$ cat config.mk
export PLATFORM = sky130hd
export DESIGN_NAME = sipo_deserializer
export DESIGN_NICKNAME = d
export VERILOG_FILES = /design/src/rtl/sipo_deserializer_pkg.sv /design/src/rtl/sipo_deserializer_load_register.sv /design/src/rtl/sipo_deserializer.sv
export SDC_FILE = /design/constraint.sdc
export NUM_CORES = 1
export LEC_CHECK = 0
export CORE_AREA = 2 2 39 41
export DETAILED_ROUTE_END_ITERATION = 16
export DIE_AREA = 0 0 41 43
export DONT_BUFFER_PORTS = 1
export PLACE_DENSITY = 0.54
export RECOVER_POWER = 25
export SYNTH_ARGS = -nofsm -noshare
export SYNTH_HDL_FRONTEND = slang
export SYNTH_HIERARCHICAL = 1
export SYNTH_SLANG_ARGS = --single-unit
$ cat constraint.sdc
create_clock -name clk -period 1.6 [get_ports clk]
set_clock_uncertainty 0.05 [all_clocks]
set_input_delay 0.24 -clock clk [delete_from_list [all_inputs] [get_ports clk]]
set_output_delay 0.24 -clock clk [all_outputs]
set_load 0.02 [all_outputs]
$ cat src/rtl/sipo_deserializer_pkg.sv
// -----------------------------------------------------------------------------
// deser_pkg
// Shared types and helpers for the serial word link receiver.
//   state_t : receiver FSM states (PARITY is only entered when PARITY_CHECK_EN
//             is defined; the encoding is fixed either way so debug views of
//             the state do not change between builds).
//   CNT_W   : width of the in-frame bit counter, wide enough to hold 0..n.
// -----------------------------------------------------------------------------
package deser_pkg;

  typedef enum logic [1:0] {
    IDLE   = 2'd0,
    SHIFT  = 2'd1,
    PARITY = 2'd2
  } state_t;

  function automatic int CNT_W(input int n);
    return $clog2(n + 1);
  endfunction

endpackage

$ cat src/rtl/sipo_deserializer_load_register.sv
// -----------------------------------------------------------------------------
// load_register
// N-bit holding register for the deserializer output word.
//   clk : clock
//   rst : asynchronous active-high reset, clears q to 0
//   ld  : load enable, q <= d on the next rising edge
//   d   : data to load
//   q   : held value
// -----------------------------------------------------------------------------
module load_register #(
  parameter int N = 4
) (
  input  logic         clk,
  input  logic         rst,
  input  logic         ld,
  input  logic [N-1:0] d,
  output logic [N-1:0] q
);

  logic [N-1:0] r_q;

  always_ff @(posedge clk or posedge rst) begin
    if (rst) begin
      r_q <= '0;
    end else if (ld) begin
      r_q <= d;
    end
  end

  assign q = r_q;

endmodule

$ cat src/rtl/sipo_deserializer.sv
// -----------------------------------------------------------------------------
// sipo_deserializer
// Receive end of the serial word link. Collects an LSB-first bit stream into
// an N-bit word and offers it on a valid/ready output. The output word is
// held in its own register so the next frame can shift in while the consumer
// has not yet taken the previous word.
//
// Optional feature macro: PARITY_CHECK_EN
//   defined   : each frame carries one extra even-parity bit after data bit N;
//               a mismatching frame is dropped and par_err pulses.
//   undefined : frame is N data bits, par_err is tied low.
//
// Ports
//   clk         : clock, all state on posedge
//   rst         : asynchronous active-high reset
//   sin         : serial data bit
//   sin_valid   : sin carries a bit this cycle (low = stall, nothing changes)
//   sin_start   : with sin_valid, sin is bit 0 of a new frame (resyncs)
//   q           : received word, bit 0 = first bit received
//   q_valid     : q holds an unconsumed word
//   q_ready     : consumer takes q this cycle when q_valid is high
//   overrun     : 1-cycle pulse, completed word dropped because q was full
//   par_err     : 1-cycle pulse, parity mismatch, word dropped
//   o_dbg_state : current FSM state (deser_pkg::state_t encoding)
//
// Handshake: a word transfers on every rising edge where q_valid && q_ready.
// q_valid never drops without such a transfer, and q is stable while q_valid
// is high. A delivery on the same edge as a transfer replaces the word and
// keeps q_valid high.
// -----------------------------------------------------------------------------
module sipo_deserializer
  import deser_pkg::*;
#(
  parameter int N = 4
) (
  input  logic         clk,
  input  logic         rst,
  input  logic         sin,
  input  logic         sin_valid,
  input  logic         sin_start,
  output logic [N-1:0] q,
  output logic         q_valid,
  input  logic         q_ready,
  output logic         overrun,
  output logic         par_err,
  output logic [1:0]   o_dbg_state
);

  localparam int CW = CNT_W(N);
  localparam logic [CW-1:0] LAST_IDX = CW'(N - 1);

  state_t        r_state;
  state_t        w_next_state;
  logic [N-1:0]  r_shift;
  logic [N-1:0]  w_shift_next;
  logic [N-1:0]  w_shifted;
  logic [CW-1:0] r_cnt;
  logic [CW-1:0] w_cnt_next;
  logic [N-1:0]  w_word;
  logic          w_deliver;
  logic          w_load;
  logic          r_q_valid;
  logic          r_overrun;
`ifdef PARITY_CHECK_EN
  logic          w_par_bad;
  logic          r_par_err;
`endif

  // New bits enter at the MSB; after N shifts the first bit sits at bit 0.
  assign w_shifted = {sin, r_shift[N-1:1]};

  always_comb begin
    w_next_state = r_state;
    w_shift_next = r_shift;
    w_cnt_next   = r_cnt;
    w_word       = w_shifted;
    w_deliver    = 1'b0;
`ifdef PARITY_CHECK_EN
    w_par_bad    = 1'b0;
`endif
    // A start-qualified bit always begins a fresh frame, from any state.
    if (sin_valid && sin_start) begin
      w_shift_next = {sin, {(N-1){1'b0}}};
      w_cnt_next   = CW'(1);
      w_next_state = SHIFT;
    end else if (sin_valid) begin
      case (r_state)
        SHIFT: begin
          w_shift_next = w_shifted;
          if (r_cnt == LAST_IDX) begin
            w_cnt_next = '0;
`ifdef PARITY_CHECK_EN
            w_next_state = PARITY;
`else
            w_deliver    = 1'b1;
            w_next_state = IDLE;
`endif
          end else begin
            w_cnt_next = r_cnt + CW'(1);
          end
        end
`ifdef PARITY_CHECK_EN
        PARITY: begin
          w_word       = r_shift;
          w_next_state = IDLE;
          if ((^r_shift ^ sin) == 1'b0) begin
            w_deliver = 1'b1;
          end else begin
            w_par_bad = 1'b1;
          end
        end
`endif
        default: begin
          // IDLE ignores bits that are not frame starts.
          w_next_state = IDLE;
        end
      endcase
    end
  end

  // Accept a completed word only if the output slot is free or being emptied.
  assign w_load = w_deliver && (!r_q_valid || q_ready);

  always_ff @(posedge clk or posedge rst) begin
    if (rst) begin
      r_state   <= IDLE;
      r_shift   <= '0;
      r_cnt     <= '0;
      r_q_valid <= 1'b0;
      r_overrun <= 1'b0;
    end else begin
      r_state   <= w_next_state;
      r_shift   <= w_shift_next;
      r_cnt     <= w_cnt_next;
      r_overrun <= w_deliver && !w_load;
      if (w_load) begin
        r_q_valid <= 1'b1;
      end else if (r_q_valid && q_ready) begin
        r_q_valid <= 1'b0;
      end
    end
  end

`ifdef PARITY_CHECK_EN
  always_ff @(posedge clk or posedge rst) begin
    if (rst) begin
      r_par_err <= 1'b0;
    end else begin
      r_par_err <= w_par_bad;
    end
  end
  assign par_err = r_par_err;
`else
  assign par_err = 1'b0;
`endif

  load_register #(.N(N)) u_q_reg (
    .clk (clk),
    .rst (rst),
    .ld  (w_load),
    .d   (w_word),
    .q   (q)
  );

  assign q_valid     = r_q_valid;
  assign overrun     = r_overrun;
  assign o_dbg_state = r_state;

endmodule

==> results.toml, run 1 <==
[outcome]
status = "finished, final reports clean"

[floorplan]
die_w_um = 41
rows = 14
core_um2 = 1380
die_h_um = 43
io_pins = 15
die_area_um2 = 1760
initial_core_util = 0.403

[power_and_ir_drop]
p_leak_nw = 0.312
comb_power_share = 0.258
power_density_nw_per_um2 = 1620
p_sw_frac = 0.351
peakVddDrop_mv = 0.640
cellInternalPower_w = 0.000655
pwr-share-clk = 0.202
p_seq_frac = 0.539
p_switching_w = 0.000354

[logic_synthesis]
ys_seq_area_frac = 0.583
ys_warn_count = 6
synthDistinctLibCells = 21
avgSynthCellArea_um2 = 12.7
ys_ff_latch = 13
synth_area_um2 = 558
syn_inst = 44

[finish]
final_cell_mix = "dfrtp_1, nand2_1, mux2_2"
nNetsFinal = 58
final_common_cell = "dfrtp_1"
insertedDiodeCount = 0
fill_cells = 127
area_delta_synth_final_pct = 11.7
final_util = 0.450
drive_above_1_share = 0.280

[routing]
routed_via_density = 5.21
drt_iter0_markers = 6
finalWirelength_mm = 1.02
drc = 0
drtAntennaViolNets = 0
firstDrtPassIters = 2
wire_per_inst_um = 15.4
via_count = 344

[global_routing]
grt_antenna_before_repair = 0
grt_overflow = 0
grt_start_max_net_pins = 10
grt_usage = 0.150
grt_pass1_vias = 343
grt_pass1_wl_mm = 1.63

[clocking]
cts_buffer_depth = 2
cts_root_buf = "clkbuf_4"
tritoncts = "done"
cts_sinks = 13
worst_skew_pair.late_latency_ps = 280
clkSlewWorstSetupHoldPaths_ps = 80
cts_buffers = 3
htree_levels = 1

[sta]
maxSlewViolCount = 0
hold_viol = 0
fin_crit_ps = 1490
setup_viol = 0
rsz0062_at_grt = "false"
fin_tns_setup_ps = 0
fin_crit_sh = 0.934
finalWorstSetupSlack_ps = 105
fmax_mhz = 669

[setup_path]
endpoint_kind = "flip-flop"
worstPathMaxFanout = 4
worstPathArrival_ps = 1610
required_ps = 1710
worstSetupPathType = "flip-flop to flip-flop"
cp-start-kind = "flip-flop"

[job]
drv_cap = 0

[hold_path]
hp-class = "input pin to flip-flop"

[placed_design]
gp_congestion = 0.747
dpl.hpwl_um = 758
pre_cts_ws_ps = 41.4
io_buffers = 0
-- Yosys cell counts (all sizes together) --
master,number,area (µm²)
and2b,1,7.51
nor2,1,3.75
o31ai,1,7.51
dfrtp,13,325
a21boi,1,7.51
o21ai,1,8.76
inv,2,7.51
and3b,1,12.5
conb,1,3.75
ha,1,12.5
nand4b,1,8.76
nand2b,1,6.26
mux2,5,60.1
and3,1,6.26
a22o,3,27.5
buf,2,15.0
nand2,6,22.5
a22oi,1,7.51
a21o,1,7.51
-- cell families (layout without fill, tap and decap cells) --
family | Yosys count | after routing | synth area share
flops | 13 | 13 | 0.583
simple gates | 12 | 12 | 0.121
compound gates | 8 | 8 | 0.119
mux | 5 | 5 | 0.108
buf+inv | 4 | 9 | 0.0404
fa+ha+maj | 1 | 1 | 0.0224
other cells | 1 | 2 | 0.00672
-- per-stage QoR --
stage,cell area (µm²),cells,total power [W],hold WS (ps)
2_1_floorplan,562,45,0.000730,-43.9
3_3_place_gp,582,61,0.000792,-36.3
3_5_place_dp,582,61,0.000810,-31.2
4_1_cts,618,66,0.00102,33.6
5_1_grt,623,66,0.00108,28.6
6_report,623,66,0.00101,33.1
-- path summary, 6_finish.rpt --
path	from	endpoint	slack (ps)	cells after the start
max in group asynchronous	rst	r_shift[3]	920	2
setup reg to reg	r_cnt[0]	u_q_reg/q[1]	110	4
min in group asynchronous	rst	u_q_reg/q[0]	240	2
hold reg to reg	r_shift[1]	r_shift[1]	430	2
setup / recovery	r_cnt[0]	u_q_reg/q[1]	110	4
hold / removal	sin_valid	r_cnt[2]	30	1
-- final cells by class --
cell class                 instances  area (µm²)  area share
sequential                        13         325       0.522
inverter                           2        7.51      0.0120
timing repair buffer               3        25.0      0.0402
tap                               16        20.0      0.0321
multi-input combinational         28         219       0.351
clock buffer                       4        26.3      0.0422
-- power groups by stage --
stage	logic (W)	clock network [W]	registers [W]
3_5_place_dp	0.000260	0	0.000550
5_1_grt	0.000291	0.000230	0.000555
6_report	0.000261	0.000204	0.000544
4_1_cts	0.000263	0.000209	0.000545
3_3_place_gp	0.000246	0	0.000546
2_1_floorplan	0.000168	0	0.000561
-- state kept, by name, summed over array words and instances, names as in the netlist --
name and cells:
q_valid 1, u_q_reg/q 4, o_dbg_state 1, r_cnt 3, r_shift 3, overrun 1
-- critical path, stage by stage, from the launching register on --
cell     delay (ps)
dfrtp_1         390
ha_1            170
and2b_1         200
and3_4          230
mux2_2          340
-- timing repair --
item	CTS	global route
hold buffers	1	0
resized for setup	0	2
endpoints found under the setup margin	0	4
buffers inserted	0	0
hold endpoints to repair	13	0
-- layer usage --
layer / track usage / vias to the layer above / part of all wire
li1: - / 161 / -
met1: 0.188 / 169 / 0.41
met2: 0.200 / 10 / 0.51
met3: 0.0681 / 4 / 0.058
met4: 0.100 / 0 / 0.021
met5: 0 / - / 0
No activity file was read; power rests on OpenSTA's default activity.
==> inputs of run 2 (changes only) <==
- ABC_AREA: not set -> 1
- PLACE_DENSITY: 0.54 -> 0.57
==> run 2 against run 1 <==
Synthesized cell count increased by 59%. Total power decreased by 3.8%. Synthesized area increased by 5.8%. Maximum frequency increased by 12%. Sequential cell count unchanged. Largest cell class unchanged. Largest power group unchanged. Highest routed layer unchanged.
==> results.toml, run 2 <==
[floorplan]
die_h_um = 43
die_area_um2 = 1760
initial_core_util = 0.427
rows = 14
io_pins = 15
core_um2 = 1380
die_w_um = 41

[logic_synthesis]
synth_top_flop_cell = "dfrtp_1"
avgSynthCellArea_um2 = 8.44
ys_ff_latch = 13
synthTopCellsByArea = "dfrtp_1, nand2_1, inv_1, nand3_1, nand2_4"
syn_inst = 70
synthDominantCellAreaShare = 0.551
yosys.area.top_type = "dfrtp_1"
synth_most_common_cell = "nand2_1"
async_reset_ff_frac = 1.00
ys_warn_count = 6
synth_edf_count = 0
synth_area_um2 = 591
netlist_top_cells_count = "nand2_1, dfrtp_1, inv_1, nand3_1"
ys_seq_area_frac = 0.551
synthDistinctLibCells = 13

[power_and_ir_drop]
power_density_nw_per_um2 = 1510
comb_power_share = 0.233
p_switching_w = 0.000369
peakVddDrop_mv = 0.598
p_seq_frac = 0.559
p_sw_frac = 0.380
pwr-share-clk = 0.208
cellInternalPower_w = 0.000602
p_leak_nw = 0.372

[clocking]
cts_resized = 0
clkSlewWorstSetupHoldPaths_ps = 80
cts_sinks = 13
htree_levels = 1
post-cts-setup-buffers = 0
cts_hold_buf = 1
cts_root_buf = "clkbuf_4"
worst_skew_pair.late_latency_ps = 270
cts_buffer_depth = 2
tritoncts = "done"
cts_buffers = 3

[routing]
wire_per_inst_um = 10.7
routed_via_density = 4.64
firstDrtPassIters = 4
wl_met3_um = 44
drt-met1-wl_um = 424
via_count = 422
finalWirelength_um = 973
route.met2.wl_um = 481
top_layer_used = "met4"
drc = 0
drtAntennaViolNets = 0
drt_iter0_markers = 3

[sta]
finalWorstSetupSlack_ps = 265
fin_crit_sh = 0.835
fin_crit_ps = 1340
fmax_mhz = 749
hold_viol = 0
setup_viol = 0
fin_tns_setup_ps = 0
rsz0062_at_grt = "false"
maxSlewViolCount = 0

[outcome]
status = "finished, final reports clean"

[setup_path]
cp-start-kind = "flip-flop"
endpoint_kind = "flip-flop"
max_stage_delay_ps = 370
timing.reg2reg.setup_slack_ps = 260
worstPathMaxFanout = 5
rr_worst_depth = 8
worstSetupPathType = "flip-flop to flip-flop"
path_cells = "ha_1 > nand2_1 > inv_1 > nand2_4 > nor2_2 > inv_2 > nand2_1 > nand2_1"
required_ps = 1720
crit_top_cell = "nand2_1"
worstPathArrival_ps = 1460
slowest_stage = "dfrtp_1"

[hold_path]
hp-class = "input pin to flip-flop"
min_path_cells = 2

[placed_design]
dpl.hpwl_um = 720
io_buffers = 0
pre_cts_ws_ps = 246
gp_congestion = 0.682

[global_routing]
grt_usage = 0.153
grt_pass1_wl_mm = 1.71
grt_pass1_vias = 422
grt_start_max_net_pins = 10
grt_antenna_before_repair = 0
grt_overflow = 0

[finish]
insertedDiodeCount = 0
final_cell_mix = "nand2_1, dfrtp_1, inv_1"
nNetsFinal = 83
largest_register_ffs = 4
regMostFlops = "u_q_reg/q"
drive_above_1_share = 0.133
area_delta_synth_final_pct = 8.90
largestRegisters = "u_q_reg/q x4, r_cnt x3, r_shift x3"
fill_cells = 138
final_common_cell = "nand2_1"

[job]
drv_cap = 0
## run 2: cell types whose count changed after synthesis, sizes merged, moves of 3 or more
cell,change
nand2,+27
inv,+7
mux2,-5
nand3,+5
nor2,+4
a22o,-3
## run 2: cell type report
class,instances,area (µm²),area share
Sequential cell,13,325,0.506
Multi-Input combinational cell,47,220,0.342
Inverter,9,33.8,0.0525
Clock buffer,4,26.3,0.0409
Tap cell,16,20.0,0.0311
Timing Repair Buffer,2,17.5,0.0272
## run 2: final timing paths
path | end | startpoint
worst max-delay path | u_q_reg/q[2] | r_cnt[0]
worst min-delay path | r_shift[3] | sin
worst max register to register | u_q_reg/q[2] | r_cnt[0]
worst min register to register | u_q_reg/q[0] | r_shift[1]
max in group asynchronous | r_cnt[0] | rst
min in group asynchronous | u_q_reg/q[3] | rst
## run 2: logic make-up (layout without fill, tap and decap cells)
logic type | count (synthesis) | in the layout | synth area share
AOI/OAI and AO/OA | 1 | 1 | 0.00847
adders and majority gates | 1 | 1 | 0.0212
buffers and inverters | 11 | 15 | 0.0826
DFF | 13 | 13 | 0.551
other | 1 | 2 | 0.00635
and+or+nand+nor | 43 | 43 | 0.330
## run 2: through the flow
stage	hold slack, ps	std cells	instance area (µm²)	utilization	total power, W
floorplan	-43.9	71	594	-	0.000723
global route	23.1	91	643	0.465	0.00106
CTS	24.7	91	643	0.465	0.000986
global placement	-29.6	86	607	0.439	0.000771
finish	26.1	91	643	0.465	0.000971
detailed placement	-30.1	86	607	0.439	0.000781
## run 2: worst max-delay path: cells and delay by family (launching register included)
| kind | cells | cell delay, ps |
|---|---|---|
| simple gates | 5 | 460 |
| fa+ha+maj | 1 | 190 |
| buf+inv | 2 | 170 |
| flops | 1 | 370 |
## run 2: power groups by stage
| stage | Combinational [W] | Clock, W | Sequential (W) |
|---|---|---|---|
| 6_report | 0.000227 | 0.000202 | 0.000543 |
| 2_1_floorplan | 0.000171 | 0 | 0.000552 |
| 5_1_grt | 0.000273 | 0.000227 | 0.000562 |
| 3_5_place_dp | 0.000229 | 0 | 0.000552 |
| 3_3_place_gp | 0.000225 | 0 | 0.000546 |
| 4_1_cts | 0.000232 | 0.000208 | 0.000546 |
## run 2: per-layer routing
metal / GRT usage / up-vias
met5: 0 / -
met4: 0.100 / 0
met3: 0.0628 / 4
met2: 0.216 / 9
met1: 0.183 / 193
li1: - / 216
